[src/rtl/bldc_pkg.sv]
// ---------------------------------------------------------------------------
// bldc_pkg
// Shared definitions for the brushless_motor_dt commutation driver:
//   - FSM state encodings (OFF, DEAD, DRIVE, LIMIT)
//   - Avalon-MM register addresses
//   - 6-bit gate patterns, ordered {Lau, Lbu, Lcu, Lad, Lbd, Lcd}
//   - commutate(): Hall code + direction -> gate pattern
//   - set_byte(): byte-lane replace used by the multi-byte registers
// ---------------------------------------------------------------------------
package bldc_pkg;

    localparam logic [1:0] ST_OFF   = 2'd0;
    localparam logic [1:0] ST_DEAD  = 2'd1;
    localparam logic [1:0] ST_DRIVE = 2'd2;
    localparam logic [1:0] ST_LIMIT = 2'd3;

    localparam logic [3:0] ADDR_CTRL     = 4'd0;
    localparam logic [3:0] ADDR_STATUS   = 4'd1;
    localparam logic [3:0] ADDR_WIDTH_LO = 4'd2;
    localparam logic [3:0] ADDR_WIDTH_HI = 4'd5;
    localparam logic [3:0] ADDR_FREQ_LO  = 4'd6;
    localparam logic [3:0] ADDR_FREQ_HI  = 4'd9;
    localparam logic [3:0] ADDR_DEAD     = 4'd10;
    localparam logic [3:0] ADDR_IRQ_EN   = 4'd11;
    localparam logic [3:0] ADDR_HALL     = 4'd12;

    localparam logic [5:0] PAT_OFF   = 6'b000_000;
    localparam logic [5:0] PAT_BRAKE = 6'b000_111;

    // Forward table; reverse rotation simply swaps which side of each
    // phase is driven, so it is the forward pattern with halves exchanged.
    function automatic logic [5:0] commutate(input logic [2:0] hall, input logic fwd);
        logic [5:0] p;
        case (hall)
            3'b100:  p = 6'b100_001;
            3'b110:  p = 6'b010_001;
            3'b010:  p = 6'b010_100;
            3'b011:  p = 6'b001_100;
            3'b001:  p = 6'b001_010;
            3'b101:  p = 6'b100_010;
            default: p = PAT_OFF;
        endcase
        return fwd ? p : {p[2:0], p[5:3]};
    endfunction

    function automatic logic [31:0] set_byte(input logic [31:0] word,
                                             input logic [1:0]  idx,
                                             input logic [7:0]  data);
        logic [31:0] r;
        r = word;
        r[{idx, 3'b000} +: 8] = data;
        return r;
    endfunction

endpackage

[src/rtl/bldc_hall_filter.sv]
// ---------------------------------------------------------------------------
// bldc_hall_filter
// Synchronises the three asynchronous Hall inputs through two flops and only
// accepts a code once it has been seen for HALL_FILT consecutive clocks.
// Ports:
//   csi_MCLK_clk      in   clock
//   rsi_MRST_reset_n  in   asynchronous active-low reset
//   hall_raw[2:0]     in   raw {Ha, Hb, Hc}
//   hall_code[2:0]    out  last accepted code
//   hall_valid        out  a code has been accepted since reset
// ---------------------------------------------------------------------------
module bldc_hall_filter #(
    parameter int HALL_FILT = 4
) (
    input  logic       csi_MCLK_clk,
    input  logic       rsi_MRST_reset_n,
    input  logic [2:0] hall_raw,
    output logic [2:0] hall_code,
    output logic       hall_valid
);

    localparam int CW = $clog2(HALL_FILT + 1);

    logic [2:0]    sync1;
    logic [2:0]    sync2;
    logic [2:0]    cand;
    logic [CW-1:0] cnt;
    logic [CW-1:0] cnt_next;
    logic [1:0]    prime;

    // Number of consecutive clocks (including this one) that sync2 has held
    // the candidate value; saturates at HALL_FILT.
    always_comb begin
        cnt_next = cnt;
        if (sync2 != cand)
            cnt_next = CW'(1);
        else if (cnt < CW'(HALL_FILT))
            cnt_next = cnt + CW'(1);
    end

    // The synchroniser's reset value looks like code 000; prime keeps it from
    // being counted as a real (illegal) Hall code before it has filled.
    always_ff @(posedge csi_MCLK_clk or negedge rsi_MRST_reset_n) begin
        if (!rsi_MRST_reset_n) begin
            sync1      <= 3'b000;
            sync2      <= 3'b000;
            cand       <= 3'b000;
            cnt        <= '0;
            prime      <= 2'b00;
            hall_code  <= 3'b000;
            hall_valid <= 1'b0;
        end else begin
            sync1 <= hall_raw;
            sync2 <= sync1;
            prime <= {prime[0], 1'b1};
            cand  <= sync2;
            if (!prime[1]) begin
                cnt <= '0;
            end else begin
                cnt <= cnt_next;
                if (cnt_next >= CW'(HALL_FILT)) begin
                    hall_code  <= sync2;
                    hall_valid <= 1'b1;
                end
            end
        end
    end

endmodule

[src/rtl/brushless_motor_dt.sv]
// ---------------------------------------------------------------------------
// brushless_motor_dt
// 3-phase BLDC commutation driver with dead time, cycle-by-cycle current
// limit and sticky illegal-Hall fault, controlled over an 8-bit Avalon-MM bus.
// Ports:
//   csi_MCLK_clk           in   clock
//   rsi_MRST_reset_n       in   asynchronous active-low reset
//   avs_ctrl_address[3:0]  in   register index
//   avs_ctrl_writedata[7:0]in   write data
//   avs_ctrl_write         in   write strobe
//   avs_ctrl_read          in   read strobe
//   avs_ctrl_readdata[7:0] out  registered read data
//   ins_irq_irq            out  level interrupt
//   I_limit                in   overcurrent comparator (async)
//   Ha, Hb, Hc             in   Hall sensors (async)
//   Lau, Lbu, Lcu          out  high-side gate enables
//   Lad, Lbd, Lcd          out  low-side gate enables, PWM-gated
// ---------------------------------------------------------------------------
module brushless_motor_dt
    import bldc_pkg::*;
#(
    parameter int PWM_W     = 32,
    parameter int DT_W      = 8,
    parameter int HALL_FILT = 4
) (
    input  logic       csi_MCLK_clk,
    input  logic       rsi_MRST_reset_n,
    input  logic [3:0] avs_ctrl_address,
    input  logic [7:0] avs_ctrl_writedata,
    input  logic       avs_ctrl_write,
    input  logic       avs_ctrl_read,
    output logic [7:0] avs_ctrl_readdata,
    output logic       ins_irq_irq,
    input  logic       I_limit,
    input  logic       Ha,
    input  logic       Hb,
    input  logic       Hc,
    output logic       Lau,
    output logic       Lbu,
    output logic       Lcu,
    output logic       Lad,
    output logic       Lbd,
    output logic       Lcd
);

    logic [2:0]       ctrl_q;
    logic [1:0]       status_q;
    logic [1:0]       irq_en_q;
    logic [PWM_W-1:0] width_q;
    logic [PWM_W-1:0] freq_q;
    logic [PWM_W-1:0] acc_q;
    logic [DT_W-1:0]  dead_q;
    logic [DT_W-1:0]  dt_cnt;
    logic [1:0]       state;
    logic [5:0]       pattern;
    logic [5:0]       target;
    logic [5:0]       drive;
    logic             pwm_on;
    logic [1:0]       ilim_sync;
    logic             ilim_now;
    logic [2:0]       hall_code;
    logic             hall_valid;
    logic             hall_illegal;
    logic [PWM_W:0]   acc_sum;
    logic             wrap;
    logic [31:0]      width_ext;
    logic [31:0]      freq_ext;
    logic [1:0]       byte_idx;
    logic [1:0]       status_set;
    logic [1:0]       status_clr;
    logic [7:0]       rd_mux;
    logic             fwd;
    logic             brake;
    logic             enable;

    assign fwd    = ctrl_q[0];
    assign brake  = ctrl_q[1];
    assign enable = ctrl_q[2];

    bldc_hall_filter #(.HALL_FILT(HALL_FILT)) u_hall (
        .csi_MCLK_clk     (csi_MCLK_clk),
        .rsi_MRST_reset_n (rsi_MRST_reset_n),
        .hall_raw         ({Ha, Hb, Hc}),
        .hall_code        (hall_code),
        .hall_valid       (hall_valid)
    );

    // Zero-extended 32-bit views give "bytes above PWM_W read 0" for free.
    assign width_ext = 32'(width_q);
    assign freq_ext  = 32'(freq_q);
    assign byte_idx  = (avs_ctrl_address >= ADDR_FREQ_LO)
                     ? 2'(avs_ctrl_address - ADDR_FREQ_LO)
                     : 2'(avs_ctrl_address - ADDR_WIDTH_LO);

    // Control register writes.
    always_ff @(posedge csi_MCLK_clk or negedge rsi_MRST_reset_n) begin
        if (!rsi_MRST_reset_n) begin
            ctrl_q   <= 3'b000;
            irq_en_q <= 2'b00;
            dead_q   <= '0;
            width_q  <= '0;
            freq_q   <= '0;
        end else if (avs_ctrl_write) begin
            if (avs_ctrl_address == ADDR_CTRL)
                ctrl_q <= avs_ctrl_writedata[2:0];
            else if (avs_ctrl_address == ADDR_IRQ_EN)
                irq_en_q <= avs_ctrl_writedata[1:0];
            else if (avs_ctrl_address == ADDR_DEAD)
                dead_q <= DT_W'(avs_ctrl_writedata);
            else if (avs_ctrl_address >= ADDR_WIDTH_LO && avs_ctrl_address <= ADDR_WIDTH_HI)
                width_q <= PWM_W'(set_byte(width_ext, byte_idx, avs_ctrl_writedata));
            else if (avs_ctrl_address >= ADDR_FREQ_LO && avs_ctrl_address <= ADDR_FREQ_HI)
                freq_q <= PWM_W'(set_byte(freq_ext, byte_idx, avs_ctrl_writedata));
        end
    end

    // Sticky status: a persisting fault wins over a same-cycle clear.
    assign hall_illegal = hall_valid && (hall_code == 3'b000 || hall_code == 3'b111);
    assign status_set   = {enable && ilim_now && (state == ST_DRIVE || state == ST_DEAD),
                           hall_illegal};
    assign status_clr   = (avs_ctrl_write && avs_ctrl_address == ADDR_STATUS)
                        ? avs_ctrl_writedata[1:0] : 2'b00;

    always_ff @(posedge csi_MCLK_clk or negedge rsi_MRST_reset_n) begin
        if (!rsi_MRST_reset_n)
            status_q <= 2'b00;
        else
            status_q <= (status_q & ~status_clr) | status_set;
    end

    assign ins_irq_irq = |(status_q & irq_en_q);

    always_comb begin
        rd_mux = 8'h00;
        if (avs_ctrl_address == ADDR_CTRL)
            rd_mux = {5'b0, ctrl_q};
        else if (avs_ctrl_address == ADDR_STATUS)
            rd_mux = {6'b0, status_q};
        else if (avs_ctrl_address >= ADDR_WIDTH_LO && avs_ctrl_address <= ADDR_WIDTH_HI)
            rd_mux = width_ext[{byte_idx, 3'b000} +: 8];
        else if (avs_ctrl_address >= ADDR_FREQ_LO && avs_ctrl_address <= ADDR_FREQ_HI)
            rd_mux = freq_ext[{byte_idx, 3'b000} +: 8];
        else if (avs_ctrl_address == ADDR_DEAD)
            rd_mux = 8'(dead_q);
        else if (avs_ctrl_address == ADDR_IRQ_EN)
            rd_mux = {6'b0, irq_en_q};
        else if (avs_ctrl_address == ADDR_HALL)
            rd_mux = {5'b0, hall_code};
    end

    // A write in the same cycle as a read suppresses the read update.
    always_ff @(posedge csi_MCLK_clk or negedge rsi_MRST_reset_n) begin
        if (!rsi_MRST_reset_n)
            avs_ctrl_readdata <= 8'h00;
        else if (!avs_ctrl_write && avs_ctrl_read)
            avs_ctrl_readdata <= rd_mux;
    end

    // PWM phase accumulator; the carry out marks the start of each period.
    assign acc_sum = {1'b0, acc_q} + {1'b0, freq_q};
    assign wrap    = acc_sum[PWM_W];

    always_ff @(posedge csi_MCLK_clk or negedge rsi_MRST_reset_n) begin
        if (!rsi_MRST_reset_n) begin
            acc_q     <= '0;
            pwm_on    <= 1'b0;
            ilim_sync <= 2'b00;
        end else begin
            acc_q     <= acc_sum[PWM_W-1:0];
            pwm_on    <= (acc_q <= width_q);
            ilim_sync <= {ilim_sync[0], I_limit};
        end
    end

    assign ilim_now = ilim_sync[1];

    // Fault outranks brake, brake outranks the Hall table.
    always_comb begin
        target = PAT_OFF;
        if (hall_valid && !hall_illegal)
            target = brake ? PAT_BRAKE : commutate(hall_code, fwd);
    end

    // Every path back to DRIVE goes through DEAD so no phase ever sees its
    // high and low switch overlap during a pattern change.
    always_ff @(posedge csi_MCLK_clk or negedge rsi_MRST_reset_n) begin
        if (!rsi_MRST_reset_n) begin
            state   <= ST_OFF;
            dt_cnt  <= '0;
            pattern <= PAT_OFF;
        end else if (!enable) begin
            state <= ST_OFF;
        end else begin
            case (state)
                ST_OFF: begin
                    state   <= ST_DEAD;
                    dt_cnt  <= dead_q;
                    pattern <= target;
                end
                ST_DRIVE: begin
                    if (ilim_now) begin
                        state <= ST_LIMIT;
                    end else if (target != pattern) begin
                        state   <= ST_DEAD;
                        dt_cnt  <= dead_q;
                        pattern <= target;
                    end
                end
                ST_DEAD: begin
                    if (ilim_now) begin
                        state <= ST_LIMIT;
                    end else if (target != pattern) begin
                        dt_cnt  <= dead_q;
                        pattern <= target;
                    end else if (dt_cnt == '0) begin
                        state <= ST_DRIVE;
                    end else begin
                        dt_cnt <= dt_cnt - DT_W'(1);
                    end
                end
                ST_LIMIT: begin
                    if (wrap && !ilim_now) begin
                        state   <= ST_DEAD;
                        dt_cnt  <= dead_q;
                        pattern <= target;
                    end
                end
                default: state <= ST_OFF;
            endcase
        end
    end

    // Synced overcurrent blanks the gates in the same cycle it appears,
    // one clock before the FSM itself reaches LIMIT.
    assign drive = (state == ST_DRIVE && !ilim_now) ? pattern : PAT_OFF;

    assign Lau = drive[5];
    assign Lbu = drive[4];
    assign Lcu = drive[3];
    assign Lad = drive[2] & pwm_on;
    assign Lbd = drive[1] & pwm_on;
    assign Lcd = drive[0] & pwm_on;

endmodule

[config.mk]
export PLATFORM = sky130hd
export DESIGN_NAME = brushless_motor_dt
export DESIGN_NICKNAME = d
export VERILOG_FILES = /design/src/rtl/bldc_pkg.sv /design/src/rtl/bldc_hall_filter.sv /design/src/rtl/brushless_motor_dt.sv
export SDC_FILE = /design/constraint.sdc
export NUM_CORES = 1
export LEC_CHECK = 0
export ABC_AREA = 0
export ABC_CLOCK_PERIOD_IN_PS = 2600
export BUFFER_PORTS_ARGS = -buffer_cell sky130_fd_sc_hd__buf_2
export CORE_MARGIN = 5
export CORE_UTILIZATION = 30
export DETAILED_ROUTE_END_ITERATION = 10
export GPL_TIMING_DRIVEN = 0
export PLACE_DENSITY = 0.58
export SYNTH_ARGS = -nofsm -noshare
export SYNTH_HDL_FRONTEND = slang
export SYNTH_SLANG_ARGS = --single-unit
[constraint.sdc]
create_clock -name csi_MCLK_clk -period 2.6 [get_ports csi_MCLK_clk]
set_input_delay 0.52 -clock csi_MCLK_clk [delete_from_list [all_inputs] [get_ports csi_MCLK_clk]]
set_output_delay 0.52 -clock csi_MCLK_clk [all_outputs]
set_load 0.1 [all_outputs]
Yosys cells after proc, flatten, opt, wreduce, memory -nomap -nowiden
Index checks and enable logic that the tools add are counted.
- output and inout port bits: 15
- bits of input ports: 20
- bits in registers: 156
- shift operators: 4
- reduce and logical (&&, ||, !) cells: 30
- multiplexer cells: 38
- eq/ne operators: 27
- bitwise logic cells: 11
- order comparisons: 7
- add/subtract/negate cells: 6
- operators with widths (cell ; number):
    $mux 8 ; 11
    $bwmux 32 ; 2
    $shiftx 32x6->8 ; 2
    $mux 6 ; 7
    $pmux 6 s6 ; 1
    $add 32x32->33 ; 1
    $le 32x32->1 ; 1
    $pmux 8 s4 ; 1
    $shift 8x7->32 const A ; 1
    $shiftx 8x7->32 ; 1
    $mux 2 ; 9
    $pmux 6 s3 ; 1
    $mux 3 ; 5
    $eq 3x3->1 const B ; 4
    $eq 4x4->1 const B ; 3
    $reduce_and 4->1 ; 3
    $reduce_and 6->1 ; 2
    $logic_and 1x1->1 ; 10
    $ne 2x2->1 const B ; 5
    $logic_not 8->1 ; 1
    $ne 4x4->1 const B ; 2
    $pmux 2 s4 ; 1
    $sub 8x1->8 const B ; 1
    $neg 5->7 ; 1
    32 further kinds ; 47

Depth between registers and ports, before layout
- depth after elaboration: 11
- depth in mapped cells: 13

Modules after synthesis
A second synthesis with hierarchy kept.
- cells, all modules: 941
- area, all modules: 9266.4 um^2
- by module, submodules not included (module ; times used ; seq. area each (um^2) ; area each (um^2) ; cells an instance):
    brushless_motor_dt ; 1 ; 3453.3 ; 8668.3 ; 907
    bldc_hall_filter ; 1 ; 450.4 ; 598.1 ; 34

Worst setup path before layout
OpenSTA, ideal clock, no wires.
- path type: register to register
- start: reg acc_q[0]
- end: reg pattern[0]
- cell stages (with the launch flop): 10
- setup time: 125 ps
- setup slack: -299 ps
- path buffers: 0
- arrival: 2774 ps
- period minus slack after synthesis: 2899 ps
- required time: 2475 ps
- cells stage by stage: dfrtp_1 ha_1 fa_1 a21o_1 a221oi_2 a211oi_1 a221oi_1 o21ai_1 o211ai_2 mux2_2
- cells in the longest elaborated chain, start to end: 4
- RTL lines (what ; line ; RTL):
    start: declaration ; brushless_motor_dt.sv:51 ; logic [PWM_W-1:0] acc_q;
    start signal: assignment ; brushless_motor_dt.sv:169 ; acc_q <= acc_sum[PWM_W-1:0];
    $add 32x32->33 ; brushless_motor_dt.sv:160 ; assign acc_sum = {1'b0, acc_q} + {1'b0, freq_q};
    $logic_and 1x1->1 ; brushless_motor_dt.sv:222 ; if (wrap && !ilim_now) begin
    $ne 2x2->1 (no source line) ; n/a ;
    $reduce_and 4->1 (no source line) ; n/a ;
    end signal: assignment ; brushless_motor_dt.sv:198 ; pattern <= target;
    end signal: assignment ; brushless_motor_dt.sv:214 ; pattern <= target;
    end signal: assignment ; brushless_motor_dt.sv:225 ; pattern <= target;
    end: declaration ; brushless_motor_dt.sv:55 ; logic [5:0] pattern;
No other way between the ends.
A chain may end at the register's enable or synchronous reset.

Worst setup path after layout
- start: reg freq_q[0], in the netlist freq_ext[0]
- end: reg acc_q[20]
- cells in the longest elaborated chain, start to end: 1
- RTL lines (what ; line ; RTL):
    start: declaration ; brushless_motor_dt.sv:50 ; logic [PWM_W-1:0] freq_q;
    start signal: assignment ; brushless_motor_dt.sv:113 ; freq_q <= PWM_W'(set_byte(freq_ext, byte_idx, avs_ctrl_writedata));
    $add 32x32->33 ; brushless_motor_dt.sv:160 ;
    net acc_sum[20] ; brushless_motor_dt.sv:64 ; logic [PWM_W:0] acc_sum;
The timed path passes the listed nets, and every way through them passes these cells.

==> metrics.yaml <==
detailed_place_hpwl_mm: 20.01
routedWlPerCell_um: 18.02
crit_required_ns: 2.91
number_of_synthesized_flops_with_an_enable_pin: 0
std_cell_rows: 65
failing_checks: "setup timing"
synthesis.yosys.warnings: 0
core_area_um2: 31390
tritoncts_num_sinks: 156
globalRouteOverflowTotal: 0
wire_length_of_the_first_global_routing_pass_mm: 42.40
clock_tree.htree_level_count: 4
fin_skew_ns: 0.01630
worstPathCellList: "ha_4 -> fa_2 -> a21o_1 -> a221oi_4 -> a211oi_4 -> buf_4 -> a31o_4 -> a211o_1 -> buf_4 -> buf_6 -> xor2_1"
clockRootBuffer: "clkbuf_16"
clk_path_buf_depth: 2
post_synth.cell_area_avg_um2: 9.465
finalWirelength_mm: 27.19
synth_area_leader_cell: "dfrtp_1"
final_antenna_net_count: 0
clkTransAtPathRegs_ns: 0.06
drive_above_1_share_pct: 22.94
synth_largest_type_area_fraction_pct: 41.16
ys.flop_type: "dfrtp_1"
dr_total_vias: 7881
nets: 1190
crit_arrival_ns: 3.19
power.density_cell_area_nw_per_um2: 846.6
top_level_ports: 35
finalHoldViolations: 0
clock.fmax_ghz: 0.3472
drc: 0
synth-async-reset-ratio_pct: 100.0
synthesis_stage_register_bit_count: 156
cts_buffers: 17
cts-hold-fix-buffers: 0
timing.critical_path.fanout_max: 3
fin_ws_ns: -0.2800
grt_max_degree: 85
timing.setup.critical_path_class: "flip-flop to flip-flop"
post_synth_main_area_contributors: "dfrtp_1, ha_1, nand2_1"
drt_first_pass_iters: 5
initial_antenna_violation_count: 0
die-height_um: 187.8
first_global_vias: 7603
cpMostUsedCell: "buf_4"
place_area_um2: 10260
layoutNonFillerInstCount: 1509
avgViaCountPerCell: 5.223
yosys.cell_types.count: 75
max-vdd-ir-drop_mv: 0.4828
final_design_area_no_fill_um2: 11760
critPathMaxStageDelay_ns: 0.45
initial_utilization_pct: 30.21
die-area_um2: 35270
cpMaxStageDelayCell: "dfrtp_2"
syn-instance-count: 1002
outcome: "finished with violations"
period_needed_ns: 2.880
syn_nets: 1098
timing.critical_path.from_type: "flip-flop"
area_growth_pct: 23.97
dp.cells: 1439
gp_routability_congestion: 0.8942
port-buffer-count: 34
max_slew_margin_pct: 49.33
synth_seq_area_share_pct: 41.16
setup.worst_path.end_class: "flip-flop"
drt_first_iter_violations: 646
detailedPlace.worstSlack_ns: -0.7281
rsz0062_at_grt: "true"
holdCritPathClass: "input port to asynchronous set/reset pin"
max_cap_violations: 0
die_x_um: 187.8
finalMaxSlewViolations: 0
cts_tree: "built"
layout_worst_path_cycle_share_pct: 110.8
groute.usage.overall_pct: 15.18
least_margin_pin_slew_ns: 0.7531
source_to_sink_clock_delay_at_the_later_pin_of_the_worst_skew_pair_ns: 0.44
final_setup_viols: 22
diodes: 0
power.leakage_nw: 5.133
post_synth_instance_area_um2: 9484
[state kept, by name, summed over array words and instances, names as in the netlist, 3 cells and up]
name / flops
acc_q: 32
freq_ext: 32
width_ext: 32
avs_ctrl_readdata: 8
dead_q: 8
dt_cnt: 8
pattern: 6
ctrl_q: 3
u_hall.cand: 3
u_hall.cnt: 3
u_hall.hall_code: 3
u_hall.sync1: 3
u_hall.sync2: 3
[power breakdown]
group / internal (mW) / switching, mW / leakage (nW)
Combinational: 1.72 / 2.08 / 2.84
Sequential: 2.93 / 0.514 / 2.00
Clock: 1.68 / 1.02 / 0.295
[cell type report]
type                            instances  area, um^2
Inverter                               59       227.7
Timing Repair Buffer                   75       573.1
Clock inverter                         10       162.7
Sequential cell                       156        3915
Buffer                                 37       234.0
Fill cell                            3127       19640
Multi-Input combinational cell        748        5668
Clock buffer                           22       474.2
Tap cell                              402       503.0
[metrics by stage]
step | hold WS [ns] | utilization (%) | power [mW] | TNS (ns)
2_1_floorplan | 0.2244 | - | 5.811 | -0.2176
3_3_place_gp | 0.3316 | 32.55 | 6.606 | -282.70
3_5_place_dp | 0.3347 | 32.67 | 6.675 | -60.74
4_1_cts | 0.07464 | 36.39 | 9.724 | -5.579
5_1_grt | 0.1015 | 37.45 | 10.59 | -6.070
6_report | 0.04064 | 37.45 | 9.954 | -3.941
[layout by cell type, fill, tap and decap left out, drive strengths merged, types with 15 or more instances in the layout]
cell,netlist,final
o21ai,114,114
mux2,20,20
clkbuf,26,42
a21oi,67,67
mux4,16,16
nand2,167,167
dfrtp,156,156
inv,59,58
xor2,15,15
xnor2,18,18
nor2,37,37
ha,75,75
buf,13,92
a21o,21,21
[per-layer routing]
layer	global-route usage, %	wire, um
met1	21.04	12270
met4	5.195	644
met5	0	0
met3	2.513	1504
met2	24.20	12770
[worst paths after layout]
kind / start / depth (start not counted) / end / slack [ns]
max in group asynchronous: rsi_MRST_reset_n / 2 / avs_ctrl_readdata[4]$_DFFE_PN0P_ / 1.71
worst max register to register: freq_ext[0]$_DFFE_PN0P_ / 11 / acc_q[20]$_DFF_PN0_ / -0.28
min in group csi_MCLK_clk: Hb / 1 / u_hall.sync1[1]$_DFF_PN0_ / 0.19
worst max-delay path: freq_ext[0]$_DFFE_PN0P_ / 11 / acc_q[20]$_DFF_PN0_ / -0.28
worst min register to register: u_hall.prime[0]$_DFF_PN0_ / 0 / u_hall.prime[1]$_DFF_PN0_ / 0.35
worst min-delay path: rsi_MRST_reset_n / 1 / acc_q[13]$_DFF_PN0_ / 0.04
[worst max-delay path: cells and delay by family (launching register included)]
family	cells	cell delay (ns)
adder cells (fa/ha/maj)	2	0.52
XOR/XNOR	1	0.13
AO/OA/AOI/OAI	5	1.23
flip-flops	1	0.45
buffers and inverters	3	0.42
[Yosys cell counts, drive strengths merged, types with 12 or more instances]
cell    instances
nand2         167
dfrtp         156
o21ai         114
ha             75
a21oi          67
inv            59
nor2           37
clkbuf         26
a21o           21
mux2           20
xnor2          18
mux4           16
xor2           15
nand3          14
nand4          14
o211ai         14
buf            13
mux2i          12
[cell families (layout without fill, tap and decap cells)]
logic type,Yosys count,in the layout,share of synthesized area [%]
AO/OA/AOI/OAI,284,284,18.79
XOR/XNOR,33,33,3.048
adder cells (fa/ha/maj),76,76,10.11
buffers and inverters,98,203,4.393
flip-flops,156,156,41.16
multiplexers,48,48,7.559
other,1,1,0.03954
AND/OR/NAND/NOR,306,306,14.91
[repair_timing]
item | CTS | global route
setup endpoints to repair | 100 | 107
gates resized for setup | 87 | 57
gates cloned | 1 | 0
buffers inserted | 21 | 18
pin swaps | 33 | 18
(Power assumes the default switching activity.)
